File: config.mk
export PLATFORM = sky130hd
export DESIGN_NAME = seq_pattern_gen
export DESIGN_NICKNAME = d
export VERILOG_FILES = /design/src/rtl/seq_pattern_gen_pkg.sv /design/src/rtl/pattern_idx_counter.sv /design/src/rtl/seq_pattern_gen.sv
export SDC_FILE = /design/constraint.sdc
export NUM_CORES = 1
export LEC_CHECK = 0
export CAP_MARGIN = 40
export CORE_MARGIN = 3
export CORE_UTILIZATION = 53
export CTS_BUF_LIST = sky130_fd_sc_hd__clkbuf_8
export DETAILED_ROUTE_END_ITERATION = 10
export HOLD_SLACK_MARGIN = 0.12
export PLACE_DENSITY_LB_ADDON = 0.25
export SETUP_SLACK_MARGIN = 0.3
export SYNTH_ARGS = -nofsm -noshare
export SYNTH_HDL_FRONTEND = slang
export SYNTH_SLANG_ARGS = --single-unit
File: constraint.sdc
create_clock -name clk -period 2.05 [get_ports clk]
set_input_delay 0.5125 -clock clk [delete_from_list [all_inputs] [get_ports clk]]
set_output_delay 0.5125 -clock clk [all_outputs]
set_load 0.03 [all_outputs]
File: src/rtl/seq_pattern_gen_pkg.sv
// seq_pattern_gen shared types.
// FSM states, pass modes and the default pattern length.
package seq_pattern_gen_pkg;

  localparam int MAX_LEN_DEF = 8;

  typedef enum logic [1:0] {
    IDLE  = 2'd0,
    RUN   = 2'd1,
    PAUSE = 2'd2
  } state_e;

  typedef enum logic {
    REPEAT   = 1'b0,
    ONE_SHOT = 1'b1
  } mode_e;

endpackage

File: src/rtl/pattern_idx_counter.sv
// Bit-index counter for the pattern generator.
// Wraps to 0 after len-1; last flags the final bit.
module pattern_idx_counter #(
  parameter int LEN_W = 4
) (
  input  logic             clk,
  input  logic             rst_n,
  input  logic             adv,
  input  logic [LEN_W-1:0] len,
  output logic [LEN_W-1:0] idx,
  output logic             last
);
  logic [LEN_W-1:0] idx_q;
  logic [LEN_W-1:0] idx_d;

  // next index: advance with wrap at the terminal count
  always_comb begin
    last  = (idx_q == len - LEN_W'(1));
    idx_d = idx_q;
    if (adv) begin
      idx_d = last ? '0 : idx_q + LEN_W'(1);
    end
  end

  // index register
  always_ff @(posedge clk or negedge rst_n) begin
    if (!rst_n) idx_q <= '0;
    else        idx_q <= idx_d;
  end

  assign idx = idx_q;
endmodule

File: src/rtl/seq_pattern_gen.sv
// Serial pattern generator, repeat or one-shot.
// Loads accepted in IDLE only; en advances one bit.
module seq_pattern_gen
  import seq_pattern_gen_pkg::*;
#(
  parameter int                 MAX_LEN         = MAX_LEN_DEF,
  parameter logic [MAX_LEN-1:0] DEFAULT_PATTERN = 8'b1011_0010,
  parameter int                 LEN_W           = $clog2(MAX_LEN + 1)
) (
  input  logic               clk,
  input  logic               reset,
  input  logic               en,
  input  logic               mode,
  input  logic               load_valid,
  output logic               load_ready,
  input  logic [MAX_LEN-1:0] load_pattern,
  input  logic [LEN_W-1:0]   load_len,
  output logic               y,
  output logic               y_valid,
  output logic               done
);
  localparam logic [LEN_W-1:0] MAX_LEN_L = LEN_W'(MAX_LEN);
  localparam logic [MAX_LEN-1:0] BIT0 =
    {{(MAX_LEN-1){1'b0}}, 1'b1};

  state_e             state_q, state_d;
  mode_e              mode_q, mode_d, run_mode;
  logic [MAX_LEN-1:0] pattern_q, pattern_d;
  logic [LEN_W-1:0]   len_q, len_d, len_sat;
  logic               y_q, y_d;
  logic               y_valid_q, y_valid_d;
  logic               done_q, done_d;
  logic               is_idle, go, adv, last;
  logic [LEN_W-1:0]   idx;

  pattern_idx_counter #(.LEN_W(LEN_W)) u_idx (
    .clk   (clk),
    .rst_n (reset),
    .adv   (adv),
    .len   (len_q),
    .idx   (idx),
    .last  (last)
  );

  // next-state: load in IDLE, else emit on en, else pause
  always_comb begin
    state_d   = state_q;
    mode_d    = mode_q;
    pattern_d = pattern_q;
    len_d     = len_q;
    y_d       = y_q;
    y_valid_d = 1'b0;
    done_d    = 1'b0;
    adv       = 1'b0;
    is_idle   = (state_q == IDLE);
    go        = en && !(is_idle && load_valid);
    run_mode  = is_idle ? mode_e'(mode) : mode_q;
    len_sat   = (load_len == '0 || load_len > MAX_LEN_L)
              ? MAX_LEN_L : load_len;
    if (is_idle && load_valid) begin
      pattern_d = load_pattern;
      len_d     = len_sat;
    end
    if (go) begin
      adv       = 1'b1;
      y_d       = |(pattern_q & (BIT0 << idx));
      y_valid_d = 1'b1;
      done_d    = last;
      if (is_idle) mode_d = run_mode;
      state_d = (last && run_mode == ONE_SHOT) ? IDLE : RUN;
    end else if (!is_idle) begin
      state_d = PAUSE;
    end
  end

  // state and output registers
  always_ff @(posedge clk or negedge reset) begin
    if (!reset) begin
      state_q   <= IDLE;
      mode_q    <= REPEAT;
      pattern_q <= DEFAULT_PATTERN;
      len_q     <= MAX_LEN_L;
      y_q       <= 1'b0;
      y_valid_q <= 1'b0;
      done_q    <= 1'b0;
    end else begin
      state_q   <= state_d;
      mode_q    <= mode_d;
      pattern_q <= pattern_d;
      len_q     <= len_d;
      y_q       <= y_d;
      y_valid_q <= y_valid_d;
      done_q    <= done_d;
    end
  end

  assign load_ready = (state_q == IDLE);
  assign y          = y_q;
  assign y_valid    = y_valid_q;
  assign done       = done_q;
endmodule

==> flow_summary.ini, run 1 <==
[die]
core_um2 = 1840
rows = 15
initial_utilization_pct = 59.9
io_pins = 21
dieHeight_um = 51.6
die_width_um = 51.6
die_area_um2 = 2660

[run_status]
status = complete, no violations

[timing]
finalMaxSlewViolations = 0
setup_viol = 0
hold_viol = 0
hold_slack_ps = 484
fmax_ghz = 0.595
tightest_slew_ps = 383
tns_ps = 0
finClkSkew_ps = 2.43
max-slew-margin-rel_pct = 74.3
finalCritPeriodShare_pct = 82.0
rsz0062_at_grt = yes
min_period_ps = 1680

[placed_design]
place_area_um2 = 1350
io_buffers = 20
place_congestion = 0.768
dp_hpwl_mm = 1.67

[cells_and_area]
regArea_um2 = 561
nets = 146
area_growth_pct = 29.4
n_antenna_cell = 0
fill_cells = 132
final_area_um2 = 1430
drive_gt1_share_pct = 28.9
multi_input_area_um2 = 517

[power]
switchingPower_uw = 615
seq_power_share_pct = 41.9
combinationalPowerShare_pct = 40.4
power_density_nw_per_um2 = 1220
internal_power_uw = 1130
power.clock.fraction_pct = 17.7
switching_share_pct = 35.3
max-vdd-ir-drop_mv = 0.763
leakage_uw = 0.000629

[clock_tree]
cts_buffers = 3
cts_hold_buffers = 0
cts_num_sinks = 22
cts_max_path_buffers = 2
cts_tree = done
clk_latency_ps = 260
root_buffer = clkbuf_8
htreeDepth = 1
clkTransAtPathRegs_ps = 80

[worst_setup_path]
reg2reg_setup_slack_ps = 370
r2r-start = u_idx.idx[0]
reg2reg_to = y
slowest_stage = dfrtp_2
critPathBufInv = 0
critPathKind = flop to flop
cp_top_family = compound AO/OA/AOI/OAI gates
crit_fanout = 5
cp-end-kind = flop
critical_path_arrival_ps = 1830
start_kind = flop
cp.required_ps = 2200
cp_cell_sequence = ha_2, ha_1, a222oi_1, o21ai_1, a22o_1
slowest_delay_ps = 450
reg2reg_depth = 5
crit_cells = 5

[routing]
via_per_inst = 5.51
wl_per_cell_um = 15.8
wl_mm = 2.30
drtPass1Iterations = 4
drtAntennaViolNets = 0
drcViolationCount = 0
dr_total_vias = 805
drtIter0Drc = 16

[synthesis]
yosysUniqueCellTypes = 27
yosysWarnings = 0
synth_mux_area_share_pct = 12.5
seq_area_frac_synth_pct = 50.5
ys_top_cells_by_area = dfrtp_1 39%, dfstp_2 12%, mux2_2 10%
synth-seq-cells = 22
synth_top_family_by_area = multiplexers
synth_cells = 92
syn-cell-area_um2 = 1100
synth_top_area_cell = dfrtp_1
synth-simple-area-share_pct = 11.9
synth_compound_area_share_pct = 9.31
yosys.area.top_type_share_pct = 38.6
synth_fa_ha_area_share_pct = 7.95
synth_nets = 116
synth_area_per_cell_um2 = 12.0
synth_xor_area_share_pct = 4.77

[min_path]
holdPathEnd = len_q[3]
hp-class = flop to flop
holdPathStages = 2
hold_start = len_q[3]

[global_routing]
antenna_found_initial = 0
grt_max_degree = 23
grt_pass1_vias = 822
grt_overflow_total = 0
grt_pass1_wl_mm = 3.88
track_usage_pct = 20.0

[job]
cap_violations = 0
Yosys cell counts:
library cell  instances
nand3_1               2
mux2i_1               1
a21oi_1               2
o21ai_0               7
nand3b_1              2
ha_1                  7
a221oi_1              2
nand2b_1              1
o41ai_1               1
and2_1                1
nor2_1                2
nor3b_2               1
inv_1                 7
nand2_1               7
buf_4                 1
dfrtp_1              17
nor4_4                1
dfstp_2               5
a22o_1                1
mux2_2               10
o31ai_1               1
nor3_1                3
a222oi_1              1
xnor2_1               6
or3b_4                1
o21ai_1               1
mux2_4                1
layout make-up:
class	instances	area share [%]
flip-flops and latches	22	39.3
multi-input cells	62	36.2
repair buffers	26	16.6
clock buffers	4	3.86
well taps	25	2.19
inverters	7	1.84
state kept, by name, indices dropped and copies added (netlist names):
register / count
done: 1
y_valid: 1
pattern_q: 8
mode_q: 1
u_idx.idx: 4
len_q: 4
y: 1
state_q: 2
power groups by stage:
stage	Sequential, uW	Clock, uW	Combinational (uW)
after floorplan	712	0	468
after global placement	725	0	624
after detailed placement	736	0	655
after CTS	728	312	650
after global routing	747	330	771
final	731	308	705
through the flow:
| step | utilization, % | worst slack (ps) | power [uW] | instances |
|---|---|---|---|---|
| finish | 77.6 | 369 | 1740 | 146 |
| global route | 77.6 | 296 | 1850 | 146 |
| CTS | 76.1 | 305 | 1690 | 143 |
| detailed placement | 73.3 | 72.3 | 1390 | 139 |
| global placement | 73.3 | 139 | 1350 | 139 |
| floorplan | - | 521 | 1180 | 92 |
worst max path at each step:
stage / startpoint / end / slack (ps)
2_1_floorplan: load_valid / pattern_q[0] / 520
5_1_grt: len_q[0] / u_idx.idx[1] / 300
4_1_cts: state_q[1] / load_ready / 300
6_report: u_idx.idx[0] / y / 370
3_3_place_gp: load_valid / done / 140
3_5_place_dp: load_valid / done / 70
layer usage:
metal / vias to the layer above / routed length, um / track usage [%]
met5: - / 0 / 0
met4: 0 / 36 / 7.86
met3: 5 / 95 / 3.72
met2: 28 / 1170 / 34.1
met1: 391 / 1000 / 25.0
li1: 381 / - / -
logic make-up (layout without fill, tap and decap cells):
logic type	count (synthesis)	in the layout
compound gates	16	16
simple gates	21	21
xor+xnor	6	6
mux	12	12
buf+inv	8	37
fa+ha+maj	7	7
flops	22	22
layout by cell type (no fill, tap or decap), types with 2 or more instances in the layout:
master	netlist	final
a21oi_1	2	2
a221oi_1	2	2
buf_4	1	6
clkbuf_8	0	4
clkdlybuf4s50_1	0	16
dfrtp_1	17	14
dfrtp_2	0	3
dfstp_2	5	5
dlygate4sd2_1	0	3
ha_1	7	6
inv_1	7	7
mux2_2	10	10
nand2_1	7	6
nand3_1	2	2
nand3b_1	2	2
nor2_1	2	2
nor3_1	3	3
o21ai_0	7	7
xnor2_1	6	6
worst reg2reg max path, stage by stage, from the launching register on:
cell	delay [ps]
dfrtp_2	450
ha_2	210
ha_1	180
a222oi_1	400
o21ai_1	120
a22o_1	210
what timing repair did:
item	4_1_cts	5_1_grt
pin swaps	0	2
setup buffers	0	3
gates resized for setup	4	7
setup endpoints to repair	4	5
Note: power is estimated with default switching activity, not from simulation.
==> inputs of run 2 (changes only) <==
CORE_UTILIZATION = 48   (was 53)
clock period = 1.45 ns   (was 2.05 ns; I/O delays follow)
==> run 2 against run 1 <==
Critical path depth increased by 2; first-iteration DRC count is 25% lower; die area is 9.2% higher; highest routed layer unchanged; design area rose by 27%; combinational power rose by 140%; power rose by 80%; sequential share of layout area shrank 8.3 points; hold slack worse by 47 ps; count of clock-buffer cells in the layout unchanged; the run now ends with negative setup slack left.
==> flow_summary.ini, run 2 (synthesis gave the netlist of run 1 again) <==
[run_status]
status = finished with violations
violations = negative setup slack

[global_routing]
grt_pass1_vias = 976
antenna_found_initial = 0
track_usage_pct = 22.4
grt_max_degree = 23
grt_pass1_wl_mm = 4.47
grt_overflow_total = 0

[timing]
min_period_ps = 1560
finalMaxSlewViolations = 0
finClkSkew_ps = 3.71
fmax_ghz = 0.641
hold_viol = 0
hold_slack_ps = 437
setup_viol = 7
tightest_slew_ps = 313
max-slew-margin-rel_pct = 79.1
finalCritPeriodShare_pct = 108
setup_slack_ps = -111
rsz0062_at_grt = yes

[worst_setup_path]
reg2reg_depth = 7
cp-startpoint = len_q[0]
start_kind = flop
critPathKind = flop to flop
critical_path_arrival_ps = 1710
reg2reg_setup_slack_ps = -110
reg2reg_to = u_idx.idx[2]
cp-end-kind = flop
cp.required_ps = 1600
crit_fanout = 6
r2r-start = len_q[0]

[clock_tree]
htreeDepth = 1
clk_latency_ps = 260
cts_hold_buffers = 0
clkTransAtPathRegs_ps = 80
cts_num_sinks = 22
cts_max_path_buffers = 2
cts_buffers = 3
cts_tree = done
root_buffer = clkbuf_8

[cells_and_area]
instances_no_fill = 164
regMostFlops = pattern_q
most-common-layout-cells = 15 x clkdlybuf4s50_1, 14 x dfrtp_1, 13 x buf_4
largest_reg_flops = 8
layout_commonest_cell = clkdlybuf4s50_1
area_growth_pct = 63.8
nets = 162
drive_gt1_share_pct = 51.8
n_antenna_cell = 0

[routing]
drcViolationCount = 0
via_per_inst = 5.41
wl_mm = 3.04
wl_per_cell_um = 18.5
drtPass1Iterations = 4
drtIter0Drc = 12
dr_total_vias = 888
drtAntennaViolNets = 0

[die]
rows = 16
core_um2 = 2060
initial_utilization_pct = 53.5
io_pins = 21
dieHeight_um = 53.9
die_area_um2 = 2910
die_width_um = 53.9

[placed_design]
place_congestion = 0.775
dp.cells = 151
io_buffers = 20
dp_hpwl_mm = 1.67

[power]
power_density_nw_per_um2 = 1730
report.power.total_uw = 3130
max-vdd-ir-drop_mv = 1.14
leakage_uw = 0.000801

[job]
cap_violations = 0

[min_path]
hp-class = primary input to async pin
[run 2: cell count changes in the layout (fill, tap and decap cells not counted), moves of 3 or more]
cell / previous run / this run
o21ai_0: 7 / 2
buf_6: 0 / 9
mux2_2: 10 / 1
buf_4: 6 / 13
xnor2_1: 6 / 3
mux2_4: 1 / 10
o21ai_1: 1 / 4
[run 2: per-layer routing]
metal | vias to the layer above | share of wire [%] | global-route usage [%] | routed length (um)
met5 | - | 0 | 0 | 0
met4 | 0 | 2.1 | 6.81 | 65
met3 | 6 | 4.4 | 5.26 | 134
met2 | 24 | 54 | 42.1 | 1650
met1 | 437 | 39 | 24.3 | 1190
li1 | 421 | - | - | -
[run 2: through the flow]
stage	worst slack, ps	TNS [ps]	area [um^2]	utilization [%]
5_1_grt	-177	-962	1810	87.6
2_1_floorplan	12.1	0	1160	-
4_1_cts	-49.4	-118	1720	83.4
6_report	-111	-529	1810	87.6
3_3_place_gp	-305	-3510	1500	72.5
3_5_place_dp	-311	-3720	1500	72.5
[run 2: worst max-delay path by stage]
stage / to / slack [ps]
2_1_floorplan: y / 10
3_3_place_gp: mode_q / -310
3_5_place_dp: mode_q / -310
4_1_cts: y / -50
5_1_grt: y / -180
6_report: u_idx.idx[2] / -110
[run 2: report_power, final]
part	internal, uW	switching, uW
Clock	242	195
Sequential	842	181
Combinational	923	748
[run 2: what timing repair did]
action,4_1_cts,5_1_grt
setup buffers,5,3
endpoints found under the setup margin,25,25
gates cloned,1,0
pin swaps,2,8
gates resized for setup,46,13
[run 2: critical path: stages, from the launching register on]
cell and delay [ps]:
dfrtp_1 390, inv_2 70, ha_4 170, xnor2_4 130, xnor2_2 210, nor4_4 70, buf_6 150, o31ai_2 250
[run 2: final cells by class]
type / instances / area (um^2)
fillers: 87 / 256
flip-flops and latches: 22 / 561
repair buffers: 42 / 440
inverters: 7 / 26.3
well taps: 27 / 33.8
clock buffers: 4 / 55.1
multi-input cells: 62 / 689
==> inputs of run 3 (changes only) <==
CORE_UTILIZATION = 57   (was 48)
clock period = 1.9 ns   (was 1.45 ns; I/O delays follow)
==> run 3 against run 2 <==
The run now ends clean; routed wire length is 13% lower; register-to-register slack better by 410 ps; die area is 14% lower; flip-flop and latch count stayed put.
==> flow_summary.ini, run 3 (synthesis gave the netlist of run 1 again) <==
[timing]
hold_viol = 0
finalCritPeriodShare_pct = 84.1
tightest_slew_ps = 333
fmax_ghz = 0.626
rsz0062_at_grt = yes
tns_ps = 0
finClkSkew_ps = 10.1
min_period_ps = 1600
setup_viol = 0
finalMaxSlewViolations = 0
hold_slack_ps = 477
max-slew-margin-rel_pct = 77.9

[job]
cap_violations = 0

[global_routing]
grt_pass1_wl_mm = 3.86
antenna_found_initial = 0
grt_overflow_total = 0
track_usage_pct = 20.6
grt_max_degree = 23
grt_pass1_vias = 874

[placed_design]
place_area_um2 = 1360
place_congestion = 0.791
dp_hpwl_mm = 1.55
io_buffers = 20

[min_path]
hp-class = flop to flop
hold_start = len_q[3]

[die]
die_area_um2 = 2500
rows = 15
dieHeight_um = 50.0
initial_utilization_pct = 61.8
core_um2 = 1780
die_width_um = 50.0
io_pins = 21

[routing]
drtIter0Drc = 16
dr_total_vias = 858
drcViolationCount = 0
wl_mm = 2.64
drtAntennaViolNets = 0
wl_per_cell_um = 17.2
drtPass1Iterations = 4
via_per_inst = 5.57

[cells_and_area]
most-common-layout-cells = 15 x clkdlybuf4s50_1, 14 x dfrtp_1, 14 x buf_4
n_antenna_cell = 0
fill_cells = 85
regMostFlops = pattern_q
final_area_um2 = 1550
nets = 154
area_growth_pct = 40.3
layout_commonest_cell = clkdlybuf4s50_1
fin_util_pct = 86.7
drive_gt1_share_pct = 39.5
largest_reg_flops = 8

[power]
power_density_nw_per_um2 = 1340
report.power.total_uw = 2080
combinationalPowerShare_pct = 48.3
switchingPower_uw = 754
seq_power_share_pct = 37.8
switching_share_pct = 36.3
internal_power_uw = 1320
power.clock.fraction_pct = 13.8
max-vdd-ir-drop_mv = 0.930
leakage_uw = 0.000695

[worst_setup_path]
cp.required_ps = 2040
cp-end-kind = flop
critPathKind = flop to flop
start_kind = flop
crit_fanout = 6
cp-startpoint = len_q[0]
critical_path_arrival_ps = 1740
slowest_stage = dfrtp_1
cp_cell_sequence = inv_1, ha_4, xnor2_2, nor4_4, buf_4, o21ai_0
r2r-start = len_q[0]
slowest_delay_ps = 390

[clock_tree]
cts_tree = done
clk_latency_ps = 260
root_buffer = clkbuf_8
cts_hold_buffers = 0
clkTransAtPathRegs_ps = 80
cts_max_path_buffers = 2
cts_buffers = 3
htreeDepth = 1
cts_num_sinks = 22

[run_status]
status = complete, no violations
## run 3: layout make-up
| type | instances | area [um^2] | area share [%] |
|---|---|---|---|
| Multi-Input combinational cell | 62 | 588 | 38.0 |
| Clock inverter | 1 | 3.75 | 0.243 |
| Timing Repair Buffer | 34 | 295 | 19.1 |
| Clock buffer | 3 | 41.3 | 2.67 |
| Inverter | 7 | 26.3 | 1.70 |
| Sequential cell | 22 | 561 | 36.2 |
| Tap cell | 25 | 31.3 | 2.02 |
## run 3: power groups by stage
stage,clock (uW),combinational [uW],sequential (uW)
after global routing,311,1080,806
after detailed placement,0,709,786
after CTS,289,794,763
final,287,1000,785
after global placement,0,678,778
after floorplan,0,505,768
## run 3: repair_timing
action / in CTS / in global routing
resized for setup: 9 / 14
setup endpoints to repair: 12 / 7
pin swaps: 3 / 5
buffers inserted: 4 / 5
## run 3: stage by stage
step                cells  setup WS (ps)
global route          154            237
global placement      141           45.2
finish                154            303
floorplan              92            390
CTS                   149            204
detailed placement    141           17.6
## run 3: layer usage
| layer | share of wire [%] | track usage, % | vias to the layer above |
|---|---|---|---|
| li1 | - | - | 399 |
| met2 | 56 | 37.2 | 26 |
| met1 | 40 | 24.7 | 431 |
| met5 | 0 | 0 | - |
| met3 | 3.4 | 3.02 | 2 |
| met4 | 0.23 | 7.37 | 0 |
## run 3: path summary, 6_finish.rpt
kind                       cells after the start      endpoint  slack, ps
max reg2reg                                    6  u_idx.idx[3]        300
min in group asynchronous                      2      len_q[0]        570
max in group asynchronous                      2  pattern_q[5]       1050
min                                            2      len_q[3]        480
max                                            6  u_idx.idx[3]        300
min reg2reg                                    2      len_q[3]        480
## run 3: worst max-delay path: cells and delay by family, from the launching register on
family | cells | cell delay, ps
AO/OA/AOI/OAI | 1 | 100
AND/OR/NAND/NOR | 1 | 290
flip-flops | 1 | 390
XOR/XNOR | 1 | 140
buffers and inverters | 2 | 330
adder cells (fa/ha/maj) | 1 | 230
==> RTL edit 1, RTL diff (settings of run 1) <==
The 3 states of `state_e` get a one-hot encoding in 3 bits.
--- a/src/rtl/seq_pattern_gen_pkg.sv
+++ b/src/rtl/seq_pattern_gen_pkg.sv
@@ -4,10 +4,10 @@
 
   localparam int MAX_LEN_DEF = 8;
 
-  typedef enum logic [1:0] {
-    IDLE  = 2'd0,
-    RUN   = 2'd1,
-    PAUSE = 2'd2
+  typedef enum logic [2:0] {
+    IDLE  = 3'b001,
+    RUN   = 3'b010,
+    PAUSE = 3'b100
   } state_e;
 
   typedef enum logic {
Function: no difference found for any inputs over 10 cycles, from zero or initial values and one cycle with reset low; not proved beyond that.
==> RTL edit 1 against run 1 <==
- first-iteration DRC count fell by 25%
- sequential cell count grew 1
- power increased by 5.0%
- critical endpoint is now load_ready
- worst setup slack got worse by 0.10 ns
- highest routed layer unchanged
- critical path depth decreased by 3
- synthesized cell count increased by 20%
- design area rose by 5.1%
- wire length is 2.5% higher
- worst hold slack got worse by 0.022 ns
- largest power group unchanged
- global-route usage decreased by 1.2 points
- area after synthesis grew 4.8%
==> RTL edit 1: results <==
set metrics [dict create \
    leakage_nw 0.7057 \
    clk_path_buf_depth 2 \
    status "finished, final reports clean" \
    diodes 0 \
    yosys_warnings 0 \
    drt_pre_antenna_iters 4 \
    port_buffers 20 \
    syn-num-nets 134 \
    async_flop_share_pct 100.0 \
    top_layer "met4" \
    grt_pass1_wl_microns 3746 \
    synthTopCellsByCount "31 x nand2_1, 17 x dfrtp_1, 7 x ha_1, 7 x inv_1, 6 x dfstp_2" \
    grt_max_degree 24 \
    pre_cts_ws_ns 0.2681 \
    synthTopCellsByArea "dfrtp_1 37%, dfstp_2 14%, nand2_1 10%" \
    wl_met1_microns 993 \
    largest_reg_flops 8 \
    antenna_found_initial 0 \
    gp_congestion 0.7930 \
    path_clk_slew_ns 0.07 \
    wirelength_microns 2357 \
    clockRootBuffer "clkbuf_8" \
    grt_pass1_vias 871 \
    nNetsFinal 164 \
    cts_buffers 3 \
    ir_drop_mv 0.7100 \
    dpl.hpwl_microns 1701 \
    largest-register "pattern_q" \
    h-tree-depth 1 \
    fin_skew_ns 0.004742 \
    ys_types 30 \
    slew_headroom_pct 75.49 \
    grtUsageTotal_pct 18.79 \
    met3_length_microns 92 \
    hp-class "reg -> reg" \
    clk_latency_ns 0.26 \
    synthFlopType "dfrtp_1" \
    layout-drive-gt1-share_pct 21.58 \
    cp_max_fo 4 \
    nFillCells 143 \
    drtIter0Drc 12 \
    drc 0 \
    seq_area_frac_synth_pct 50.49 \
    vias_per_cell 5.313 \
    wl_met2_microns 1214 \
]
==> RTL edit 1: routing by layer <==
layer,vias up,track usage (%)
met5,-,0
met4,0,9.787
met3,7,2.849
met2,24,34.30
met1,422,20.58
li1,429,-
==> RTL edit 1: metrics by stage <==
step | area (sq um) | instances | utilization (%)
after floorplan | 1155 | 110 | -
after global placement | 1409 | 159 | 69.68
after detailed placement | 1409 | 159 | 69.68
after CTS | 1458 | 163 | 72.09
after global routing | 1499 | 166 | 74.13
final | 1499 | 166 | 74.13
==> RTL edit 1: path summary, 6_finish.rpt <==
check	startpoint	endpoint	slack, ns	depth (start not counted)
min in group asynchronous	reset	pattern_q[0]	0.59	2
worst max-delay path	state_q[0]	load_ready	0.27	2
worst min register to register	len_q[3]	len_q[3]	0.46	2
worst min-delay path	len_q[3]	len_q[3]	0.46	2
worst max register to register	u_idx.idx[1]	y	0.38	5
max in group asynchronous	reset	state_q[0]	1.18	2
==> RTL edit 1: timing repair <==
| action | in CTS | in global routing |
|---|---|---|
| resized for setup | 4 | 5 |
| hold buffers | 0 | 0 |
| setup buffers | 0 | 3 |
| endpoints found under the setup margin | 4 | 4 |
| pin swaps | 0 | 1 |
==> RTL edit 1: logic make-up (layout without fill, tap and decap cells) <==
family | Yosys count | in the layout | share of synthesized area, %
DFF | 23 | 23 | 50.49
muxes | 4 | 4 | 3.684
and+or+nand+nor | 48 | 48 | 20.04
buffers and inverters | 9 | 38 | 2.926
adders and majority gates | 7 | 7 | 7.584
xor gates and xnor gates | 5 | 5 | 4.984
AOI/OAI and AO/OA | 14 | 14 | 10.29
==> RTL edit 1: layout make-up <==
class / instances / area share [%]
tap: 27 / 2.254
clock inverter: 1 / 0.3339
sequential: 23 / 39.07
clock buffer: 3 / 2.755
timing repair buffer: 27 / 16.69
multi-input combinational: 78 / 37.15
inverter: 7 / 1.753
==> RTL edit 1: worst max-delay path: stages, from the launching register on <==
cell and delay, ns:
dfstp_2 0.55, nor3b_4 0.28, buf_6 0.18
==> RTL edit 1: power by group <==
group	switching, mW	internal [mW]
Clock	0.138	0.136
Sequential	0.147	0.657
Combinational	0.386	0.367
==> RTL edit 2, RTL diff (flow settings as in run 1) <==
Made on the original files. Set the package constant `MAX_LEN_DEF` to 16 (it was 8).
--- a/src/rtl/seq_pattern_gen_pkg.sv
+++ b/src/rtl/seq_pattern_gen_pkg.sv
@@ -2,7 +2,7 @@
 // FSM states, pass modes and the default pattern length.
 package seq_pattern_gen_pkg;
 
-  localparam int MAX_LEN_DEF = 8;
+  localparam int MAX_LEN_DEF = 16;
 
   typedef enum logic [1:0] {
     IDLE  = 2'd0,
Interface: changed (resized load_len and load_pattern); port bits go from 21 to 30. The function was not compared with the original's and may differ.
==> RTL edit 2 against run 1 <==
- worst setup slack worse by 0.11 ns
- design area is 62% higher
- sequential cell count is 10 higher
- power is 52% higher
- area after synthesis is 54% higher
- wire length is 58% higher
- global-route usage is 1.4 points lower
- die area is 47% higher
==> RTL edit 2: results <==
set metrics [dict create \
    synth-xor-area-share_pct 4.207 \
    hold_depth 1 \
    leakage_nw 0.9821 \
    pre_cts_ws_ns -0.1590 \
    clk_latency_ns 0.29 \
    grt_pass1_vias 1244 \
    crit_path_max_incr_delay_ns 0.42 \
    instances_no_fill 230 \
    top_layer "met4" \
    powerDensity_mw_per_mm2 1147 \
    cp.arrival_ns 1.97 \
    p_int_mw 1.743 \
    grt_max_degree 33 \
    drt-wirelength-per-cell_microns 15.75 \
    h-tree-depth 2 \
    synth_compound_area_share_pct 11.44 \
    wl_met2_microns 1803 \
    finalWorstSetupSlack_ns 0.2616 \
    dp.cells 213 \
    r2r-start "len_q[1]" \
    slowest_stage "a311oi_4" \
    maxPowerGroup "combinational logic" \
    crit_start "len_q[1]" \
    port_buffers 29 \
    vias_per_cell 5.491 \
    worst_slew_pin_slew_ns 0.3938 \
    netlist_instances 142 \
    cp_max_fo 7 \
    syn-num-nets 176 \
    fin_skew_ns 0.01251 \
    fin_hold_ws_ns 0.5097 \
    grt_pass1_wl_microns 5747 \
    comb-power_mw 1.07 \
    nNetsFinal 221 \
    gp_congestion 0.7579 \
    synthAdderAreaFrac_pct 5.904 \
    ir_drop_mv 0.6892 \
    clk_path_buf_depth 2 \
    antenna_found_initial 0 \
    muxShareOfSynthArea_pct 13.21 \
    drtIter0Drc 26 \
    seq_area_frac_synth_pct 47.60 \
    grtUsageTotal_pct 18.61 \
    largest_reg_flops 16 \
    status "finished, final reports clean" \
    r2r_cells 7 \
    cp-endpoint "u_idx.idx[0]" \
    hold_end "pattern_q[3]" \
    synthTopCellsByCount "27 x dfrtp_1, 18 x mux2_2, 13 x nand2_1, 8 x ha_1, 7 x a21oi_1" \
    met3_length_microns 267 \
    seq_power_share_pct 37.0 \
]
[RTL edit 2: cell count changes in the layout (fill, tap and decap cells not counted), moves of 5 or more]
cell	change
ha_4	+5
dfrtp_1	+12
mux2_2	+8
clkdlybuf4s50_1	+5
inv_1	-5
o21ai_0	-5
nand2_1	+7
buf_4	+8
a21oi_1	+5
ha_1	-5
[RTL edit 2: metal layers]
layer	global-route usage (%)	vias to the layer above
met5	0	-
met4	6.061	0
met3	6.655	6
met2	31.69	48
met1	21.76	623
li1	-	586
[RTL edit 2: area by class of cell]
type / instances / area [sq um] / area share, %
tap: 42 / 52.55 / 2.271
clock buffer: 5 / 68.82 / 2.975
multi-input combinational: 96 / 902.1 / 38.99
timing repair buffer: 45 / 407.9 / 17.63
inverter: 7 / 31.28 / 1.352
clock inverter: 3 / 42.54 / 1.839
sequential: 32 / 808.3 / 34.94
[RTL edit 2: repair_timing]
item	4_1_cts	5_1_grt
setup buffers	6	3
endpoints found under the setup margin	29	12
cloned	0	0
resized for setup	15	26
pin swaps	6	4
